<file path="src/rtl/if_fetch_unit.sv">
// Purpose : instruction-fetch stage; owns the PC, requests instruction memory, feeds IF/ID.
// Latency : one edge from im_ready to the slot; one instruction per cycle with zero-wait memory.
// Backpr. : PCStall freezes slot and PC, one early response parked in a hold buffer; redirects override.
//
// Ports:
//   clk, rst                 clock and asynchronous active-high reset
//   PCStall                  downstream holds IF/ID
//   Branch/BranchAddr        branch redirect and target
//   Jump/JumpAddr            jump redirect and target (wins over Branch)
//   im_req/im_addr           instruction-memory request and address (combinational)
//   im_ready/im_data         instruction-memory response
//   IF_PC/IF_ir/IF_valid     registered output slot: PC+4, instruction word, valid
module if_fetch_unit #(
    parameter int                  pc_size   = 18,
    parameter int                  data_size = 32,
    parameter logic [pc_size-1:0]  reset_pc  = '0
) (
    input  logic                 clk,
    input  logic                 rst,
    input  logic                 PCStall,
    input  logic                 Branch,
    input  logic [pc_size-1:0]   BranchAddr,
    input  logic                 Jump,
    input  logic [pc_size-1:0]   JumpAddr,
    output logic                 im_req,
    output logic [pc_size-1:0]   im_addr,
    input  logic                 im_ready,
    input  logic [data_size-1:0] im_data,
    output logic [pc_size-1:0]   IF_PC,
    output logic [data_size-1:0] IF_ir,
    output logic                 IF_valid
);

    typedef enum logic [1:0] {
        FETCH   = 2'd0,
        HOLD    = 2'd1,
        DISCARD = 2'd2
    } state_t;

    typedef struct packed {
        logic [pc_size-1:0]   pc;
        logic [data_size-1:0] ir;
        logic                 vld;
    } slot_t;

    localparam slot_t BUBBLE = '{pc: '0, ir: '0, vld: 1'b0};

    state_t               state_q,   state_nxt;
    logic [pc_size-1:0]   pc_q,      pc_nxt;
    logic [pc_size-1:0]   req_addr_q, req_addr_nxt;
    logic [data_size-1:0] hold_dat_q, hold_dat_nxt;
    slot_t                slot_q,    slot_nxt;

    logic                 redirect;
    logic [pc_size-1:0]   target;
    logic [pc_size-1:0]   pc_inc;

    assign redirect = Jump | Branch;
    assign target   = Jump ? JumpAddr : BranchAddr;
    // Truncating add: the PC wraps silently at 2^pc_size.
    assign pc_inc   = pc_q + pc_size'(4);

    // Request side is combinational so a redirect is visible on the bus the
    // cycle right after the edge that took it. An abandoned request keeps its
    // original address until memory answers it.
    assign im_req  = ~rst & (state_q != HOLD);
    assign im_addr = (state_q == DISCARD) ? req_addr_q : pc_q;

    assign IF_PC    = slot_q.pc;
    assign IF_ir    = slot_q.ir;
    assign IF_valid = slot_q.vld;

    always_comb begin
        state_nxt    = state_q;
        pc_nxt       = pc_q;
        req_addr_nxt = req_addr_q;
        hold_dat_nxt = hold_dat_q;
        slot_nxt     = slot_q;

        unique case (state_q)
            FETCH: begin
                if (redirect) begin
                    pc_nxt   = target;
                    slot_nxt = BUBBLE;
                    if (!im_ready) begin
                        // Memory still owes us a word for the old PC; remember
                        // its address so the request stays stable until it lands.
                        req_addr_nxt = pc_q;
                        state_nxt    = DISCARD;
                    end
                end else if (im_ready && !PCStall) begin
                    slot_nxt = '{pc: pc_inc, ir: im_data, vld: 1'b1};
                    pc_nxt   = pc_inc;
                end else if (im_ready) begin
                    // Word arrived while IF/ID is frozen: park it, stop requesting.
                    hold_dat_nxt = im_data;
                    state_nxt    = HOLD;
                end else if (!PCStall) begin
                    slot_nxt = BUBBLE;
                end
            end

            HOLD: begin
                if (redirect) begin
                    pc_nxt    = target;
                    slot_nxt  = BUBBLE;
                    state_nxt = FETCH;
                end else if (!PCStall) begin
                    slot_nxt  = '{pc: pc_inc, ir: hold_dat_q, vld: 1'b1};
                    pc_nxt    = pc_inc;
                    state_nxt = FETCH;
                end
            end

            DISCARD: begin
                if (redirect) begin
                    pc_nxt = target;
                end
                if (redirect || !PCStall) begin
                    slot_nxt = BUBBLE;
                end
                if (im_ready) begin
                    state_nxt = FETCH;
                end
            end

            default: begin
                state_nxt = FETCH;
                slot_nxt  = BUBBLE;
            end
        endcase
    end

    always_ff @(posedge clk or posedge rst) begin
        if (rst) begin
            state_q    <= FETCH;
            pc_q       <= reset_pc;
            req_addr_q <= '0;
            hold_dat_q <= '0;
            slot_q     <= BUBBLE;
        end else begin
            state_q    <= state_nxt;
            pc_q       <= pc_nxt;
            req_addr_q <= req_addr_nxt;
            hold_dat_q <= hold_dat_nxt;
            slot_q     <= slot_nxt;
        end
    end

endmodule

</file>
<file path="config.mk">
export PLATFORM = sky130hd
export DESIGN_NAME = if_fetch_unit
export DESIGN_NICKNAME = d
export VERILOG_FILES = /design/src/rtl/if_fetch_unit.sv
export SDC_FILE = /design/constraint.sdc
export NUM_CORES = 1
export LEC_CHECK = 0
export ABC_CLOCK_PERIOD_IN_PS = 10200
export CORE_MARGIN = 5
export CORE_UTILIZATION = 54
export DETAILED_ROUTE_END_ITERATION = 10
export PLACE_DENSITY = 0.95
export RECOVER_POWER = 50
export SYNTH_ARGS = -nofsm -noshare
export SYNTH_HDL_FRONTEND = slang
export SYNTH_SLANG_ARGS = --single-unit
</file>
<file path="constraint.sdc">
create_clock -name clk -period 10.2 [get_ports clk]
set_input_delay 1.53 -clock clk [delete_from_list [all_inputs] [get_ports clk]]
set_output_delay 1.53 -clock clk [all_outputs]
set_load 0.05 [all_outputs]
</file>
; After elaboration in Yosys (flattened, before gate mapping)
; Cells that the tools add are included.
[totals]
wordCells = 61
reg_bits = 121
in_bits = 74
[classes]
bitwise_logic = 6
n_eq_ne = 13
n_mux = 24
n_reduce_logical = 10
add_sub_neg = 1
[op_table]
columns = op, n
row1 = 51-bit two-way mux, 7
row2 = 51-bit one-hot mux with 3 select lines, 1
row3 = 18-bit two-way mux, 7
row4 = 18-bit one-hot mux with 3 select lines, 1
row5 = "18-bit by 3-bit adder with 18-bit output, second input constant", 1
row6 = "3-bit != test, second input constant", 5
row7 = 2-bit two-way mux, 7
row8 = 4-bit AND reduction, 3
row9 = "4-bit != test, second input constant", 2
row10 = 2-bit one-hot mux with 3 select lines, 1
row11 = 5-bit AND reduction, 1
row12 = "2-bit by 1-bit != test with 1-bit output, second input constant", 2
row13 = "2-bit != test, second input constant", 2
row14 = 1-bit NOT, 4
row15 = 3-bit AND reduction, 1
row16 = 3-bit nonzero test, 1
row17 = "2-bit by 1-bit equality test with 1-bit output, second input constant", 1
row18 = "2-bit equality test, second input constant", 1
row19 = 2-bit logical NOT, 1
row20 = 1-bit bitwise AND, 1
row21 = 1-bit logical AND, 1
row22 = 1-bit logical NOT, 1
row23 = 1-bit logical OR, 1
row24 = 1-bit OR, 1

; Longest topological paths before layout
; Gate-level depths: netlist of the first run.
[depth]
depth_word = 5
mapped_depth = 9

; Worst setup path after synthesis of the first run
; No wires, ideal clock.
[synth_path]
kind = in2out
from = in rst
to = out im_req
t_required_ns = 8.670
arrival_ns = 2.175
path_stages = 1
path_slack_ns = 6.495
cell_sequence = nor2_1
[synth_between]
elab_chain_cells = 2
[synth_rtl]
columns = element, line_no
row1 = from (decl), 19  ; input logic rst,
row2 = 1-bit NOT, 66  ; assign im_req = ~rst & (state_q != HOLD);
row3 = 1-bit bitwise AND, 66
row4 = to (decl), 25  ; output logic im_req,
; Every way passes these cells.

==> metrics.log, run 1 <==
[metrics] failing checks: max-capacitance violations, max-slew violations
[metrics] Initial Util: 54.73%
[metrics] highest attainable clock frequency: 158.0 MHz
[metrics] via count: between 4k and 5k
[metrics] total number of clock tree sinks: roughly 120
[metrics] pin count of the biggest net entering global routing: between 60 and 70
[metrics] clk_skew: ~0.007 ns
[metrics] main combinational cell family by area after synthesis: compound AO/OA/AOI/OAI gates
[metrics] Post-DRT Antenna Nets: 0
[metrics] slowest stage delay, CP: approximately 2.6 ns
[metrics] number of setup buffers added after CTS: 0
[metrics] adder-cell area share of the yosys netlist: ~1.1%
[metrics] maximum number of buffers from clock root to sink: 2
[metrics] Post-Place Worst Slack: between 5 and 6 ns
[metrics] post-route clock period utilization: between 60% and 70%
[metrics] CTS Root Cell: sky130_fd_sc_hd__clkbuf_8
[metrics] standard-cell row count: 38
[metrics] share of cell area taken by muxes after synthesis: between 10% and 20%
[metrics] core footprint: about 0.011 mm^2
[metrics] reg-to-reg critical path startpoint: state_q[0]
[metrics] Worst Setup End Kind: async pin
[metrics] CP Buf/Inv Count: 3
[metrics] final critical path time including I/O delays and setup: around 6.3 ns
[metrics] compound-gate portion of the synthesized area: between 15 and 20%
[metrics] Critical Path, Cell by Cell: dlygate4sd3_1, clkinvlp_2, clkbuf_1
[metrics] GR Util met2: a little over two fifths
[metrics] commonest register cell after synthesis: sky130_fd_sc_hd__dfrtp_1
[metrics] IO Pins: roughly 140
[metrics] pin slew with the least headroom to its limit: around 3.6 ns
[metrics] post_cts resized: 0
[metrics] via/cell ratio: between 5 and 6
[metrics] overall die height: 114.6 um
[metrics] wire length per cell: roughly 20 um
[metrics] worst-path fanout max: 65
[metrics] class of the tightest hold or removal check: reg2reg
[metrics] sequential share of the synthesized area: 51.26%
[metrics] met3 demand-to-capacity share in global routing: under 10%
[metrics] crit path capture: req_addr_q[14]
[metrics] PortBufs: between 100 and 150
[metrics] level count of the clock H-tree: 4
[metrics] critical path's slowest cell: sky130_fd_sc_hd__clkbuf_1
[metrics] depth of the worst register-to-register path: 7
[metrics] initial antenna violation count: 0
[metrics] Layout area overhead: 34.15%
[metrics] Die ar.: between 0.01 and 0.015 mm^2
[metrics] gate count of the mapped netlist: ~540
[metrics] R2R Setup Slk: around 7 ns
[metrics] clk_lat worst skew: between 0.5 and 0.6 ns
[metrics] TritonCTS buffer count: 17
[metrics] endpoints failing setup: 0
[metrics] synthesized cell area: roughly 0.0059 mm^2
[metrics] Worst Path Required: 10.02 ns
[metrics] clock-pin slew on the worst setup and hold paths: roughly 0.060 ns
[metrics] number of hold buffers added after CTS: 0
[metrics] final RePlAce weighted congestion: ~0.88
[metrics] unrepaired setup endpoints after global routing: false
[metrics] startpoint type of the worst setup path: input pin
[metrics] worst vdd rail ir drop: about 0.24 mV
[metrics] cell count along the critical path: 3
[metrics] flops & latches, synth: about 120
[metrics] status: finished, violations left
[metrics] post-layout net count: ~740
[metrics] total power divided by cell area: a little under 300 mW/mm^2
[metrics] Congestion Overflow GR: 0
[metrics] synthesized area per cell: approximately 11 um^2
[metrics] CP Class: in2async
[metrics] leakage power figure: 0.003312 uW
[metrics] warnings from Yosys: 0
[metrics] Post-synth EDFFs: 0
[metrics] fraction of synthesis flops using an asynchronous set or reset pin: between 90% and 100%
[metrics] Horiz. Die Dim: 114.6 um
[metrics] final wirelength: 15910 um
[metrics] Hold Fails Final Rpt: 0
[metrics] R2R Path End: IF_ir[15]
[metrics] fraction of final layout cells with drive strength greater than 1: between 15 and 20%
[metrics] total routing resource utilization after global routing: between 20% and 30%
[metrics] CTS tree: done
[metrics] final sum of negative setup slack: 0 ns
[metrics] post-synthesis xor/xnor area fraction: 2.076%
[metrics] Max-slew headroom: -137.0%
[metrics] busiest layer in global routing: met2
[metrics] simple-gate share of the synthesized area: approximately a tenth
[metrics] CP startpoint: rst
[metrics] total iterations of the first detailed-routing run: 5
[metrics] count of max-cap constraint violations: 2
[metrics] Ant. Diodes: 0
[metrics] number of distinct library cells after synthesis: 48
[metrics] HPWL after detailed placement: roughly 11000 um
[metrics] number of max-slew violations in the final report: 124
[metrics] number of global-route vias before repair: ~5.0k
[metrics] number of remaining DRC errors: 0
[metrics] crit path DAT: ~6 ns
[metrics] syn_nets: 620
[metrics] Largest delay share family, worst path: buffers and inverters
[metrics] number of DRC markers in iteration 0: roughly 410
[metrics] fraction of met1 tracks used by global routing: a little under a third
[metrics] global-route wire length before repair: 25500 um
[metrics] min setup slack post-route: 3.872 ns
-- cell usage after synthesis (2+ instances only) --
master	count	area (um^2)
sky130_fd_sc_hd__buf_4	5	37.54
sky130_fd_sc_hd__dfrtp_1	121	3028
sky130_fd_sc_hd__a2bb2oi_1	7	61.31
sky130_fd_sc_hd__mux2i_1	5	50.05
sky130_fd_sc_hd__nand4_1	7	43.79
sky130_fd_sc_hd__nor2b_1	4	25.02
sky130_fd_sc_hd__o22a_1	5	43.79
sky130_fd_sc_hd__clkbuf_2	2	10.01
sky130_fd_sc_hd__o22ai_1	4	25.02
sky130_fd_sc_hd__inv_1	8	30.03
sky130_fd_sc_hd__a31oi_1	5	31.28
sky130_fd_sc_hd__mux2_2	73	822.0
sky130_fd_sc_hd__nor3_1	2	10.01
sky130_fd_sc_hd__and4_1	3	26.28
sky130_fd_sc_hd__nand2_1	69	259.0
sky130_fd_sc_hd__nor2_1	18	67.56
sky130_fd_sc_hd__ha_1	5	62.56
sky130_fd_sc_hd__o21ai_1	31	155.2
sky130_fd_sc_hd__o21ai_0	24	120.1
sky130_fd_sc_hd__xor2_1	10	87.58
sky130_fd_sc_hd__xnor2_1	4	35.03
sky130_fd_sc_hd__nor2_4	2	22.52
sky130_fd_sc_hd__buf_6	4	45.04
sky130_fd_sc_hd__clkbuf_1	9	33.78
sky130_fd_sc_hd__a22o_1	5	43.79
sky130_fd_sc_hd__nand3_1	6	30.03
sky130_fd_sc_hd__buf_2	21	105.1
sky130_fd_sc_hd__o31ai_1	8	60.06
sky130_fd_sc_hd__a21oi_1	17	85.08
sky130_fd_sc_hd__and2_1	3	18.77
sky130_fd_sc_hd__a22oi_1	32	240.2
sky130_fd_sc_hd__a211oi_1	6	45.04
-- worst min-delay path by stage --
| stage | start | to | slack (ns) | depth (start not counted) |
|---|---|---|---|---|
| finish | IF_ir[8] | IF_ir[8] | 0.48 | 2 |
| global route | IF_PC[13] | IF_PC[13] | 0.51 | 2 |
| CTS | IF_ir[8] | IF_ir[8] | 0.49 | 2 |
| detailed placement | IF_ir[8] | IF_ir[8] | 0.48 | 2 |
| global placement | IF_PC[2] | IF_PC[2] | 0.46 | 2 |
| floorplan | req_addr_q[0] | req_addr_q[0] | 0.47 | 1 |
-- where the power goes --
part	total (uW)	internal, uW	leakage [uW]	switching, uW
logic	902	373	0.00148	529
clock network	617	400	0.000296	217
registers	769	629	0.00153	139
-- registers in the layout (all words and copies together), names as in the netlist --
name	flops
IF_PC	18
IF_ir	32
IF_valid	1
hold_dat_q	32
pc_q	18
req_addr_q	18
state_q	2
-- worst min-delay path: stages, from the launching register on --
cell and delay [ns]:
sky130_fd_sc_hd__dfrtp_1 0.33, sky130_fd_sc_hd__nand2_1 0.05, sky130_fd_sc_hd__o21ai_1 0.06
-- per-stage QoR --
step | cells | power (uW) | hold slack (ns) | cell area (um^2) | utilization (%)
after global routing | 816 | 2384 | 0.5121 | 7924 | 73.42
final | 816 | 2287 | 0.4759 | 7924 | 73.42
after floorplan | 541 | 1406 | 0.4736 | 5907 | -
after global placement | 785 | 1618 | 0.4648 | 7323 | 67.85
after detailed placement | 785 | 1661 | 0.4751 | 7323 | 67.85
after CTS | 816 | 2286 | 0.4877 | 7929 | 73.46
-- layout make-up --
cell class | instances | area, um^2
well taps | 140 | 175.2
repair buffers | 146 | 1450
fillers | 700 | 2869
clock inverters | 13 | 177.7
multi-input cells | 370 | 2634
inverters | 8 | 31.28
flip-flops and latches | 121 | 3028
clock buffers | 18 | 427.9
-- kinds of logic after synthesis --
kind of cell,after synthesis
AO/OA/AOI/OAI,151
AND/OR/NAND/NOR,122
flip-flops,121
multiplexers,78
buffers and inverters,50
XOR/XNOR,14
adder cells (fa/ha/maj),5
-- placed cells by master (no fill, tap or decap), types with 3 or more instances in the layout --
cell and n:
sky130_fd_sc_hd__inv_1 7, sky130_fd_sc_hd__clkdlybuf4s50_1 107, sky130_fd_sc_hd__o22a_1 5, sky130_fd_sc_hd__bufinv_16 4, sky130_fd_sc_hd__o21ai_0 23, sky130_fd_sc_hd__clkbuf_16 16
sky130_fd_sc_hd__xor2_1 10, sky130_fd_sc_hd__dfrtp_1 121, sky130_fd_sc_hd__a2bb2oi_1 7, sky130_fd_sc_hd__mux2_2 73, sky130_fd_sc_hd__nand4_1 7, sky130_fd_sc_hd__dlygate4sd3_1 36
sky130_fd_sc_hd__a211oi_1 6, sky130_fd_sc_hd__a31oi_1 5, sky130_fd_sc_hd__nor2b_1 4, sky130_fd_sc_hd__o21ai_1 31, sky130_fd_sc_hd__nand3_1 6, sky130_fd_sc_hd__a22oi_1 32
sky130_fd_sc_hd__ha_1 5, sky130_fd_sc_hd__o31ai_1 8, sky130_fd_sc_hd__xnor2_1 4, sky130_fd_sc_hd__nor2_1 18, sky130_fd_sc_hd__and4_1 3, sky130_fd_sc_hd__a22o_1 5
sky130_fd_sc_hd__o22ai_1 4, sky130_fd_sc_hd__clkinv_2 5, sky130_fd_sc_hd__and2_1 3, sky130_fd_sc_hd__nand2_1 69, sky130_fd_sc_hd__mux2i_1 5, sky130_fd_sc_hd__nor2_4 3
sky130_fd_sc_hd__a21oi_1 16
-- routing by layer --
layer	wire [um]	up-vias	share of wire [%]
li1	-	2199	-
met1	6246	2398	39
met2	8055	264	51
met3	1315	30	8.3
met4	296	0	1.9
met5	0	-	0
Note: power is estimated with default switching activity, not from simulation.
==> run 2: changes to the inputs <==
- ABC_CLOCK_PERIOD_IN_PS: 10200 -> 5900
- CORE_UTILIZATION: 54 -> 50
- PLACE_DENSITY: 0.95 -> 0.9
- clock period: 10.2 -> 5.9 ns (I/O delays scaled with it)
==> run 2 against run 1 <==
The flow still finishes with violations (max-capacitance violations, max-slew violations). Count of clock-buffer cells in the layout grew 1. Sequential power up 72%. First-iteration DRC count rose by 34%. Total power is 76% higher. Critical path type unchanged. Critical endpoint is now IF_ir[16].
==> metrics.log, run 2 (synthesized netlist as in run 1, its figures left out) <==
[metrics] CTS tree: done (unchanged)
[metrics] Post-Place Worst Slack: 2.376 ns (was 5.460 ns)
[metrics] number of remaining DRC errors: 0 (unchanged)
[metrics] Post-DRT Antenna Nets: 0 (unchanged)
[metrics] Horiz. Die Dim: 118.7 um (was 114.6 um)
[metrics] total iterations of the first detailed-routing run: 5 (unchanged)
[metrics] final critical path time including I/O delays and setup: 4.050 ns
[metrics] Worst Setup End Kind: async pin (unchanged)
[metrics] Largest delay share family, worst path: buffers and inverters (unchanged)
[metrics] Max-slew headroom: -99.07% (was -137.0%)
[metrics] PortBufs: 143 (unchanged)
[metrics] number of max-slew violations in the final report: 69 (was 124)
[metrics] overall die height: 118.7 um (was 114.6 um)
[metrics] Power Total: 4035 uW (was 2287 uW)
[metrics] CP startpoint: rst (unchanged)
[metrics] Congestion Overflow GR: 0 (unchanged)
[metrics] post-route clock period utilization: about two thirds
[metrics] number of setup buffers added after CTS: 0 (unchanged)
[metrics] reg-to-reg critical path startpoint: state_q[0] (unchanged)
[metrics] post-layout net count: 745 (was 743)
[metrics] TritonCTS buffer count: 17 (unchanged)
[metrics] clk_lat worst skew: 0.41 ns (was 0.53 ns)
[metrics] status: finished, violations left (unchanged)
[metrics] min setup slack post-route: 1.850 ns (was 3.872 ns)
[metrics] via/cell ratio: 5.954 (was 5.994)
[metrics] commonest non-fill, non-tap cells in the layout: sky130_fd_sc_hd__dfrtp_1 (121), sky130_fd_sc_hd__clkdlybuf4s50_1 (95), sky130_fd_sc_hd__mux2_2 (73) (was sky130_fd_sc_hd__dfrtp_1 (121), sky130_fd_sc_hd__clkdlybuf4s50_1 (107), sky130_fd_sc_hd__mux2_2 (73))
[metrics] total routing resource utilization after global routing: 22.44% (was 24.72%)
[metrics] post_cts resized: 0 (unchanged)
[metrics] leakage power figure: 0.003392 uW (was 0.003312 uW)
[metrics] maximum number of buffers from clock root to sink: 2 (unchanged)
[metrics] failing checks: max-capacitance violations, max-slew violations (unchanged)
[metrics] number of hold buffers added after CTS: 0 (unchanged)
[metrics] total number of clock tree sinks: 121 (unchanged)
[metrics] slowest stage delay, CP: 1.68 ns (was 2.58 ns)
[metrics] final sum of negative setup slack: 0 ns (unchanged)
[metrics] crit path capture: IF_ir[16] (was req_addr_q[14])
[metrics] clock-pin slew on the worst setup and hold paths: 0.06 ns (about the same)
[metrics] core footprint: 0.01152 mm^2 (was 0.01079 mm^2)
[metrics] register area: 0.003028 mm^2 (unchanged)
[metrics] multi-input gate area in the final layout: 0.002641 mm^2 (was 0.002634 mm^2)
[metrics] worst vdd rail ir drop: 0.3217 mV (was 0.2444 mV)
[metrics] highest attainable clock frequency: 246.9 MHz
[metrics] total power divided by cell area: 503.6 mW/mm^2 (was 288.6 mW/mm^2)
[metrics] Worst Path Required: 6.21 ns (was 10.02 ns)
[metrics] CTS Root Cell: sky130_fd_sc_hd__clkbuf_16 (was sky130_fd_sc_hd__clkbuf_8)
[metrics] final RePlAce weighted congestion: 0.8144 (was 0.8813)
[metrics] global-route wire length before repair: 25530 um (was 25500 um)
[metrics] Ant. Diodes: 0 (unchanged)
[metrics] number of global-route vias before repair: 5077 (was 5006)
[metrics] number of inserted filler cells in the final layout: 790 (was 700)
[metrics] final wirelength: 15750 um (was 15910 um)
[metrics] HPWL after detailed placement: 10620 um (was 10850 um)
[metrics] leading cell type in the layout, fill and taps excluded: sky130_fd_sc_hd__dfrtp_1 (unchanged)
[metrics] number of DRC markers in iteration 0: 545 (was 407)
[metrics] fraction of final layout cells with drive strength greater than 1: 17.82% (was 17.31%)
[metrics] critical path's slowest cell: sky130_fd_sc_hd__clkinvlp_2 (was sky130_fd_sc_hd__clkbuf_1)
[metrics] R2R Path End: IF_ir[16] (was IF_ir[15])
[metrics] Critical Path, Cell by Cell: dlygate4sd3_1, clkinvlp_2, clkbuf_2 (was dlygate4sd3_1, clkinvlp_2, clkbuf_1)
[metrics] pin slew with the least headroom to its limit: 2.970 ns (was 3.555 ns)
[metrics] endpoints failing setup: 0 (unchanged)
[metrics] CP Buf/Inv Count: 3 (unchanged)
[metrics] crit path DAT: 4.36 ns (was 6.15 ns)
[metrics] count of max-cap constraint violations: 1 (was 2)
[metrics] unrepaired setup endpoints after global routing: false (unchanged)
[metrics] R2R Setup Slk: 2.57 ns (was 7.02 ns)
[metrics] Die ar.: 0.01409 mm^2 (was 0.01313 mm^2)
[metrics] worst-path fanout max: 68 (was 65)
[metrics] pin count of the biggest net entering global routing: 69 (was 66)
[metrics] Initial Util: 51.29% (was 54.73%)
[metrics] standard-cell row count: 39 (was 38)
[metrics] IO Pins: 144 (unchanged)
[metrics] initial antenna violation count: 0 (unchanged)
[metrics] CP Class: in2async (unchanged)
[metrics] cell count along the critical path: 3 (unchanged)
[metrics] class of the tightest hold or removal check: reg2reg (unchanged)
[metrics] wire length per cell: 19.15 um (was 19.50 um)
[metrics] clk_skew: 0.01692 ns (was 0.007054 ns)
[metrics] Hold Fails Final Rpt: 0 (unchanged)
[metrics] depth of the worst register-to-register path: 7 (unchanged)
[metrics] level count of the clock H-tree: 4 (unchanged)
[metrics] via count: 4894 (was 4891)
[metrics] Layout area overhead: 35.65% (was 34.15%)
[metrics] startpoint type of the worst setup path: input pin (unchanged)
==> run 2: cell count changes in the layout (fill, tap and decap cells not counted), moves of 2 or more <==
cell / delta
sky130_fd_sc_hd__dlygate4sd3_1: +12
sky130_fd_sc_hd__clkdlybuf4s50_1: -12
sky130_fd_sc_hd__buf_4: +2
sky130_fd_sc_hd__clkinv_2: -4
sky130_fd_sc_hd__inv_6: +3
==> run 2: cell type report <==
type / count / share of cell area (%)
tap: 143 / 2.233
multi-input combinational: 370 / 32.96
clock buffer: 19 / 5.653
sequential: 121 / 37.79
inverter: 8 / 0.3904
clock inverter: 13 / 2.670
timing repair buffer: 148 / 18.30
==> run 2: layer usage <==
metal / wire length, um / GRT usage, %
met1: 6147 / 26.88
met2: 8019 / 38.79
met3: 1305 / 5.683
met4: 272 / 8.907
met5: 0 / 0
==> run 2: power breakdown <==
group / switching, uW / internal (uW) / total [uW]
Clock: 375 / 777 / 1150
Combinational: 917 / 645 / 1560
Sequential: 234 / 1090 / 1320
==> run 2: worst min path at each step <==
stage | start | cells after the start | endpoint
after floorplan | req_addr_q[0] | 1 | req_addr_q[0]
after CTS | IF_PC[17] | 2 | IF_PC[17]
after global routing | IF_ir[12] | 2 | IF_ir[12]
after global placement | IF_PC[17] | 2 | IF_PC[17]
final | IF_PC[17] | 2 | IF_PC[17]
after detailed placement | IF_PC[17] | 2 | IF_PC[17]
==> run 2: tightest hold or removal path, delay by kind of cell (launching register included) <==
family | cells | cell delay, ns
DFF | 1 | 0.33
and+or+nand+nor | 1 | 0.05
AOI/OAI and AO/OA | 1 | 0.06
==> run 2: per-stage QoR <==
| stage | hold slack [ns] | util (%) | cell area [um^2] | cells |
|---|---|---|---|---|
| final | 0.4687 | 69.58 | 8013 | 822 |
| after global routing | 0.5044 | 69.58 | 8013 | 822 |
| after CTS | 0.4792 | 69.55 | 8009 | 822 |
| after detailed placement | 0.4666 | 63.75 | 7342 | 790 |
| after global placement | 0.4639 | 63.75 | 7342 | 790 |
| after floorplan | 0.4736 | - | 5907 | 541 |
